==> config.mk <==
export PLATFORM = sky130hd
export DESIGN_NAME = mc_core_param
export DESIGN_NICKNAME = d
export VERILOG_FILES = /design/src/rtl/mc_core_pkg.sv /design/src/rtl/mc_core_param_alu.sv /design/src/rtl/mc_core_param.sv
export SDC_FILE = /design/constraint.sdc
export NUM_CORES = 1
export LEC_CHECK = 0
export CAP_MARGIN = 40
export CORE_ASPECT_RATIO = 0.8
export CORE_MARGIN = 4
export CORE_UTILIZATION = 43
export DETAILED_ROUTE_END_ITERATION = 10
export PLACE_DENSITY = 0.65
export SETUP_SLACK_MARGIN = 0.05
export SYNTH_ARGS = -nofsm -noshare
export SYNTH_HDL_FRONTEND = slang
export SYNTH_SLANG_ARGS = --single-unit
==> constraint.sdc <==
create_clock -name clk -period 3.3 [get_ports clk]
set_input_delay 0.66 -clock clk [delete_from_list [all_inputs] [get_ports clk]]
set_output_delay 0.66 -clock clk [all_outputs]
set_load 0.01 [all_outputs]
==> src/rtl/mc_core_pkg.sv <==
// Shared encodings for the multicycle core: opcode/funct values, FSM states,
// ALU operations and the NZCV flag bit positions.
package mc_core_pkg;

    localparam logic [1:0] OP_ALU = 2'b00;
    localparam logic [1:0] OP_MEM = 2'b01;
    localparam logic [1:0] OP_BR  = 2'b10;
    localparam logic [1:0] OP_SYS = 2'b11;

    localparam logic [2:0] F_ADD  = 3'b000;
    localparam logic [2:0] F_SUB  = 3'b001;
    localparam logic [2:0] F_AND  = 3'b010;
    localparam logic [2:0] F_ORR  = 3'b011;
    localparam logic [2:0] F_XOR  = 3'b100;
    localparam logic [2:0] F_CMP  = 3'b101;
    localparam logic [2:0] F_LDR  = 3'b000;
    localparam logic [2:0] F_STR  = 3'b001;
    localparam logic [2:0] F_LDI  = 3'b010;
    localparam logic [2:0] F_B    = 3'b000;
    localparam logic [2:0] F_BEQ  = 3'b001;
    localparam logic [2:0] F_BNE  = 3'b010;
    localparam logic [2:0] F_BL   = 3'b011;
    localparam logic [2:0] F_LSL  = 3'b000;
    localparam logic [2:0] F_LSR  = 3'b001;
    localparam logic [2:0] F_ASR  = 3'b010;
    localparam logic [2:0] F_ROR  = 3'b011;
    localparam logic [2:0] F_HALT = 3'b111;

    localparam int FLAG_N = 3;
    localparam int FLAG_Z = 2;
    localparam int FLAG_C = 1;
    localparam int FLAG_V = 0;

    typedef enum logic [2:0] {
        S_FETCH, S_DECODE, S_EXEC, S_MEM, S_WB, S_BRANCH, S_HALT
    } state_e;

    typedef enum logic [3:0] {
        ALU_ADD, ALU_SUB, ALU_AND, ALU_ORR, ALU_XOR,
        ALU_LSL, ALU_LSR, ALU_ASR, ALU_ROR
    } alu_op_e;

    function automatic alu_op_e alu_op_of(input logic [1:0] op, input logic [2:0] funct);
        alu_op_e sel;
        sel = ALU_ADD;
        if (op == OP_SYS) begin
            case (funct)
                F_LSL:   sel = ALU_LSL;
                F_LSR:   sel = ALU_LSR;
                F_ASR:   sel = ALU_ASR;
                F_ROR:   sel = ALU_ROR;
                default: sel = ALU_ADD;
            endcase
        end else begin
            case (funct)
                F_SUB, F_CMP: sel = ALU_SUB;
                F_AND:        sel = ALU_AND;
                F_ORR:        sel = ALU_ORR;
                F_XOR:        sel = ALU_XOR;
                default:      sel = ALU_ADD;
            endcase
        end
        return sel;
    endfunction

endpackage

==> src/rtl/mc_core_param_alu.sv <==
// Combinational ALU and single-bit shifter (module mc_alu). Shifts operate on
// operand b; the caller decides whether V is kept for shift instructions.
module mc_alu
    import mc_core_pkg::*;
#(
    parameter int DATA_W = 8
) (
    input  alu_op_e           op_i,
    input  logic [DATA_W-1:0] a_i,
    input  logic [DATA_W-1:0] b_i,
    output logic [DATA_W-1:0] res_o,
    output logic [3:0]        nzcv_o
);
    localparam int M = DATA_W - 1;

    logic [DATA_W:0]   sum_s;
    logic [DATA_W-1:0] res_s;
    logic              c_s;
    logic              v_s;

    // Result, carry and overflow per operation; SUB carry is NOT borrow.
    always_comb begin
        sum_s = '0;
        res_s = '0;
        c_s   = 1'b0;
        v_s   = 1'b0;
        case (op_i)
            ALU_ADD: begin
                sum_s = {1'b0, a_i} + {1'b0, b_i};
                res_s = sum_s[M:0];
                c_s   = sum_s[DATA_W];
                v_s   = (a_i[M] == b_i[M]) && (res_s[M] != a_i[M]);
            end
            ALU_SUB: begin
                sum_s = {1'b0, a_i} + {1'b0, ~b_i} + (DATA_W+1)'(1);
                res_s = sum_s[M:0];
                c_s   = sum_s[DATA_W];
                v_s   = (a_i[M] != b_i[M]) && (res_s[M] != a_i[M]);
            end
            ALU_AND: res_s = a_i & b_i;
            ALU_ORR: res_s = a_i | b_i;
            ALU_XOR: res_s = a_i ^ b_i;
            ALU_LSL: begin
                res_s = {b_i[M-1:0], 1'b0};
                c_s   = b_i[M];
            end
            ALU_LSR: begin
                res_s = {1'b0, b_i[M:1]};
                c_s   = b_i[0];
            end
            ALU_ASR: begin
                res_s = {b_i[M], b_i[M:1]};
                c_s   = b_i[0];
            end
            ALU_ROR: begin
                res_s = {b_i[0], b_i[M:1]};
                c_s   = b_i[0];
            end
            default: res_s = '0;
        endcase
    end

    assign res_o  = res_s;
    assign nzcv_o = {res_s[M], (res_s == '0), c_s, v_s};

endmodule

==> src/rtl/mc_core_param.sv <==
// Parametrised multicycle core: register file, IR, A/B, result register, PC and
// controller FSM. Optional counters cyc_count/inst_count under MC_CORE_PERF_EN.
module mc_core_param
    import mc_core_pkg::*;
#(
    parameter int DATA_W = 8,
    parameter int ADDR_W = 8,
    parameter int INST_W = 16,
    parameter int NREGS  = 8
) (
    input  logic              clk,
    input  logic              rst,
    output logic              mem_req,
    output logic              mem_we,
    output logic [ADDR_W-1:0] mem_addr,
    output logic [INST_W-1:0] mem_wdata,
    input  logic [INST_W-1:0] mem_rdata,
    input  logic              mem_ready,
    output logic              halted,
    output logic [ADDR_W-1:0] pc_dbg
`ifdef MC_CORE_PERF_EN
    ,
    output logic [31:0]       cyc_count,
    output logic [31:0]       inst_count
`endif
);
    localparam int RW = (NREGS > 1) ? $clog2(NREGS) : 1;
    localparam logic [RW-1:0] LINK = RW'(NREGS - 1);

    state_e            state_q, state_d;
    logic [ADDR_W-1:0] pc_q, pc_d;
    logic [INST_W-1:0] ir_q, ir_d;
    logic [DATA_W-1:0] a_q, a_d, b_q, b_d, res_q, res_d;
    logic [3:0]        flags_q, flags_d;
    logic [DATA_W-1:0] regs_q [NREGS];
    logic [DATA_W-1:0] regs_d [NREGS];
    logic              mem_req_q, mem_req_d, mem_we_q, mem_we_d, halted_q, halted_d;
    logic [ADDR_W-1:0] mem_addr_q, mem_addr_d;
    logic [INST_W-1:0] mem_wdata_q, mem_wdata_d;

    logic [1:0]        op_s;
    logic [2:0]        funct_s;
    logic [RW-1:0]     rd_s, rm_s, rn_s;
    logic [7:0]        imm_s;
    logic              done_s;
    logic              taken_s;
    logic [DATA_W-1:0] alu_res_s;
    logic [3:0]        alu_nzcv_s;

    assign op_s    = ir_q[15:14];
    assign funct_s = ir_q[13:11];
    assign rd_s    = ir_q[8 +: RW];
    assign rm_s    = ir_q[5 +: RW];
    assign rn_s    = ir_q[2 +: RW];
    assign imm_s   = ir_q[7:0];
    assign done_s  = mem_req_q & mem_ready;

    mc_alu #(.DATA_W(DATA_W)) u_alu (
        .op_i   (alu_op_of(op_s, funct_s)),
        .a_i    (a_q),
        .b_i    (b_q),
        .res_o  (alu_res_s),
        .nzcv_o (alu_nzcv_s)
    );

    // Controller next state, datapath updates and next values of the registered memory port.
    always_comb begin
        state_d     = state_q;
        pc_d        = pc_q;
        ir_d        = ir_q;
        a_d         = a_q;
        b_d         = b_q;
        res_d       = res_q;
        flags_d     = flags_q;
        regs_d      = regs_q;
        taken_s     = 1'b0;
        case (state_q)
            S_FETCH: begin
                if (done_s) begin
                    ir_d    = mem_rdata;
                    pc_d    = pc_q + ADDR_W'(1);
                    state_d = S_DECODE;
                end else begin
                    state_d = S_FETCH;
                end
            end
            S_DECODE: begin
                // Sources are latched here, so Rd may safely alias a source.
                a_d     = regs_q[rn_s];
                b_d     = (op_s == OP_MEM) ? regs_q[rd_s] : regs_q[rm_s];
                state_d = S_FETCH;
                case (op_s)
                    OP_ALU: state_d = (funct_s <= F_CMP) ? S_EXEC : S_FETCH;
                    OP_MEM: begin
                        if (funct_s == F_LDR || funct_s == F_STR) begin
                            state_d = S_MEM;
                        end else if (funct_s == F_LDI) begin
                            regs_d[rd_s] = DATA_W'(imm_s);
                        end else begin
                            state_d = S_FETCH;
                        end
                    end
                    OP_BR:  state_d = funct_s[2] ? S_FETCH : S_BRANCH;
                    default: begin
                        if (funct_s == F_HALT) begin
                            state_d = S_HALT;
                        end else begin
                            state_d = funct_s[2] ? S_FETCH : S_EXEC;
                        end
                    end
                endcase
            end
            S_EXEC: begin
                res_d   = alu_res_s;
                flags_d = (op_s == OP_SYS) ? {alu_nzcv_s[3:1], flags_q[FLAG_V]} : alu_nzcv_s;
                state_d = S_WB;
            end
            S_MEM: begin
                if (done_s) begin
                    res_d   = mem_we_q ? res_q : mem_rdata[DATA_W-1:0];
                    state_d = mem_we_q ? S_FETCH : S_WB;
                end else begin
                    state_d = S_MEM;
                end
            end
            S_WB: begin
                if (!(op_s == OP_ALU && funct_s == F_CMP)) begin
                    regs_d[rd_s] = res_q;
                end else begin
                    regs_d[rd_s] = regs_q[rd_s];
                end
                state_d = S_FETCH;
            end
            S_BRANCH: begin
                case (funct_s)
                    F_B:   taken_s = 1'b1;
                    F_BEQ: taken_s = flags_q[FLAG_Z];
                    F_BNE: taken_s = ~flags_q[FLAG_Z];
                    F_BL: begin
                        taken_s      = 1'b1;
                        regs_d[LINK] = DATA_W'(pc_q);
                    end
                    default: taken_s = 1'b0;
                endcase
                pc_d    = taken_s ? ADDR_W'(imm_s) : pc_q;
                state_d = S_FETCH;
            end
            S_HALT:  state_d = S_HALT;
            default: state_d = S_FETCH;
        endcase

        mem_req_d   = (state_d == S_FETCH) || (state_d == S_MEM);
        mem_we_d    = mem_we_q;
        mem_addr_d  = mem_addr_q;
        mem_wdata_d = mem_wdata_q;
        if (state_d == S_FETCH) begin
            mem_we_d   = 1'b0;
            mem_addr_d = pc_d;
        end else if (state_d == S_MEM && state_q != S_MEM) begin
            mem_we_d    = (funct_s == F_STR);
            mem_addr_d  = ADDR_W'(regs_q[rn_s]);
            mem_wdata_d = INST_W'(regs_q[rd_s]);
        end else if (state_d != S_MEM) begin
            mem_we_d = 1'b0;
        end else begin
            mem_we_d = mem_we_q;
        end
        halted_d = (state_d == S_HALT);
    end

    // State and datapath registers with synchronous reset.
    always_ff @(posedge clk) begin
        if (rst) begin
            state_q     <= S_FETCH;
            pc_q        <= '0;
            ir_q        <= '0;
            a_q         <= '0;
            b_q         <= '0;
            res_q       <= '0;
            flags_q     <= 4'b0000;
            mem_req_q   <= 1'b0;
            mem_we_q    <= 1'b0;
            mem_addr_q  <= '0;
            mem_wdata_q <= '0;
            halted_q    <= 1'b0;
            for (int i = 0; i < NREGS; i++) begin
                regs_q[i] <= '0;
            end
        end else begin
            state_q     <= state_d;
            pc_q        <= pc_d;
            ir_q        <= ir_d;
            a_q         <= a_d;
            b_q         <= b_d;
            res_q       <= res_d;
            flags_q     <= flags_d;
            mem_req_q   <= mem_req_d;
            mem_we_q    <= mem_we_d;
            mem_addr_q  <= mem_addr_d;
            mem_wdata_q <= mem_wdata_d;
            halted_q    <= halted_d;
            regs_q      <= regs_d;
        end
    end

    assign mem_req   = mem_req_q;
    assign mem_we    = mem_we_q;
    assign mem_addr  = mem_addr_q;
    assign mem_wdata = mem_wdata_q;
    assign halted    = halted_q;
    assign pc_dbg    = pc_q;

`ifdef MC_CORE_PERF_EN
    logic [31:0] cyc_q, inst_q;

    // Cycle counter freezes once halted; instruction counter steps per completed fetch.
    always_ff @(posedge clk) begin
        if (rst) begin
            cyc_q  <= 32'd0;
            inst_q <= 32'd0;
        end else begin
            cyc_q  <= halted_q ? cyc_q : cyc_q + 32'd1;
            inst_q <= (state_q == S_FETCH && done_s) ? inst_q + 32'd1 : inst_q;
        end
    end

    assign cyc_count  = cyc_q;
    assign inst_count = inst_q;
`endif

endmodule

==> impl_metrics.yaml <==
synthesis:
  synth_enable_flop_cells: 0
  syn_area_per_cell_sq_um: 8.58
  post_synth_num_cell_types: 81
  synth-seq-area-share_pct: 31.8
  ys.flop_type: "sky130_fd_sc_hd__dfxtp_1"
  ys_warn_count: 0
  asyncSetResetFlopFracSynth_pct: 0
  yosys_register_bits: 135
  post_syn_instances: 992
  synth.cell_area_sq_um: 8510
routing:
  routed_wl_mm: 27.7
  drt_wl_cell_um: 21.4
  viasPerCell: 6.20
  firstDrtPassIters: 6
  vias: 8029
  dr.first_iter.drc_count: 913
  route.antenna.remaining_nets: 0
  drc: 0
sta:
  max_slew.worst_pin.slew_ps: 930
  finalSetupViolCount: 0
  setup_repair_after_global_routing_missed_its_margin: "false"
  fin_worst_hold_slack_ps: 455
  finalCriticalPeriod_ps: 2840
  slew_headroom_pct: 37.9
  fin_setup_tns_ps: 0
  achievable-frequency_ghz: 0.352
  min_period_over_period_pct: 86.0
  drv_slew: 0
  final_hold_fails: 0
  finalClockSkew_ps: 7.81
job:
  max-cap-violations: 0
cts:
  cts_root_buf: "sky130_fd_sc_hd__clkbuf_16"
  post_cts_resized: 0
  cts_post_setup_buffers_inserted: 0
  clkSlewWorstSetupHoldPaths_ps: 60
  htree_levels: 4
  cts_tree: "yes"
  clk-insertion-delay-late_ps: 430
  numClockSinks: 135
  clock_path_buffers: 2
  cts_inserted_buffers: 17
  holdBufCountCts: 0
global_routing:
  number_of_global_route_vias_before_repair: 7289
  grt_util_met1_pct: 37.3
  antenna_found_initial: 0
  grt_start_max_net_pins: 62
  met2_routing_resource_usage_after_global_routing_pct: 34.3
  globalRoute.totalOverflow: 0
  grtUsageMet3_pct: 9.74
  grt.busiest_layer: "met1"
  grt_pass1_wl_mm: 42.9
  grt_util_all_layers_pct: 25.1
finish:
  finalNetCount: 1070
  design_area_sq_um: 9930
  layout-area-overhead-vs-synth_pct: 16.7
  insertedDiodeCount: 0
  fillers: 1791
  multi_input_logic_area_sq_um: 5260
  drive_above_1_share_pct: 14.9
  final_common_cell: "sky130_fd_sc_hd__dfxtp_1"
  post_layout_util_pct: 51.7
  layout.cells.most_common_list: "sky130_fd_sc_hd__dfxtp_1, sky130_fd_sc_hd__nor2_1, sky130_fd_sc_hd__nand2_1, sky130_fd_sc_hd__a21oi_1, sky130_fd_sc_hd__a211oi_1"
  final-seq-area_sq_um: 2700
floorplan:
  pin_count: 54
  die_y_um: 134
  start_util_pct: 44.3
  die_area_sq_um: 22100
  die_width_um: 165
  placement_rows: 45
  core_area_sq_um: 19200
place:
  place.detailed.hpwl_mm: 19.6
  gp_routability_congestion: 0.975
  dpl_cell_area_sq_um: 9300
  buffer_ports.inserted: 45
min_path:
  timing.hold.worst.class: "reg2reg"
setup_path:
  worstPathArrival_ps: 3130
  critPathMaxFanout: 15
  worst_setup_path_start_kind: "flip-flop"
  worst_ep_required_time_ps: 3590
  crit_path_end_kind: "flip-flop"
  worst-setup-path-type: "reg2reg"
power_and_ir_drop:
  vdd_ir_drop_max_uv: 331
  cellPowerDensity_nw_per_um2: 475
  power.static_leakage_uw: 0.00344
run_status:
  status: "finished clean"
power breakdown:
group	switching [uW]	internal [uW]
clock network	770	1330
registers	102	1690
logic	514	321
total	1390	3330
per-stage QoR:
stage	setup WS, ps	power (uW)	instances
6_report	462	4720	1295
5_1_grt	321	4870	1295
4_1_cts	553	4700	1295
3_5_place_dp	496	2630	1264
3_3_place_gp	584	2630	1264
2_1_floorplan	1060	2360	999
worst max-delay path: stages, from the launching register on:
cell and delay, ps:
sky130_fd_sc_hd__dfxtp_1 730, sky130_fd_sc_hd__buf_4 330, sky130_fd_sc_hd__nor2_1 110, sky130_fd_sc_hd__a221o_1 320, sky130_fd_sc_hd__a22o_1 310, sky130_fd_sc_hd__mux2i_1 260
sky130_fd_sc_hd__nor2_1 110, sky130_fd_sc_hd__a21oi_2 360, sky130_fd_sc_hd__a211oi_1 150
synthesized netlist by cell type, drive strengths merged, types with 4 or more instances:
| cell | number | area, sq um |
|---|---|---|
| nor2 | 136 | 521 |
| dfxtp | 135 | 2700 |
| nand2 | 102 | 385 |
| a21oi | 76 | 403 |
| a211oi | 63 | 473 |
| buf | 47 | 294 |
| clkbuf | 44 | 165 |
| mux2i | 40 | 400 |
| mux4 | 37 | 833 |
| o21ai | 36 | 180 |
| inv | 35 | 131 |
| ha | 24 | 300 |
| nand3 | 19 | 100 |
| nor3 | 12 | 93.8 |
| a221oi | 10 | 87.6 |
| nand2b | 10 | 70.1 |
| nor2b | 10 | 62.6 |
| and2 | 9 | 56.3 |
| mux2 | 9 | 105 |
| o211ai | 9 | 67.6 |
| a31oi | 8 | 50.1 |
| a22oi | 7 | 52.6 |
| o22a | 7 | 61.3 |
| and3 | 6 | 37.5 |
| o221ai | 6 | 52.6 |
| a21o | 5 | 38.8 |
| a221o | 5 | 50.1 |
| a311oi | 5 | 43.8 |
| a32oi | 5 | 43.8 |
| o31ai | 5 | 42.5 |
| or3 | 5 | 31.3 |
| nor3b | 4 | 30.0 |
| o21a | 4 | 30.0 |
flip-flops by register name, indices dropped and copies added (netlist names):
signal / cells
pc_dbg: 8
ir_q: 16
state_q: 3
b_q: 8
mem_req: 1
a_q: 8
res_q: 8
mem_wdata: 8
halted: 1
flags_q: 1
regs_q: 64
mem_we: 1
mem_addr: 8
worst paths after layout:
kind                     from     endpoint  slack [ps]  cells past startpoint
hold reg to reg   mem_addr[1]  mem_addr[1]         460                      2
setup reg to reg     ir_q[10]   regs_q[14]         460                      8
hold / removal    mem_addr[1]  mem_addr[1]         460                      2
setup / recovery     ir_q[10]   regs_q[14]         460                      8
routing by layer:
metal,vias up,routed length (um)
met3,52,3430
met5,-,0
met2,451,11300
li1,3699,-
met4,0,509
met1,3827,12400
cell families after synthesis:
logic type / count (synthesis) / share of synthesized area, %
simple gates: 331 / 17.9
buf+inv: 126 / 6.94
mux: 86 / 15.7
flops: 135 / 31.8
xor+xnor: 1 / 0.103
other cells: 1 / 0.0441
compound gates: 286 / 23.5
fa+ha+maj: 26 / 4.00
layout make-up:
type / count / area share [%]
inverters: 35 / 1.32
clock buffers: 21 / 4.74
repair buffers: 98 / 8.89
well taps: 258 / 3.25
flip-flops and latches: 135 / 27.2
multi-input cells: 738 / 52.9
clock inverters: 10 / 1.69
(Power assumes the default switching activity.)
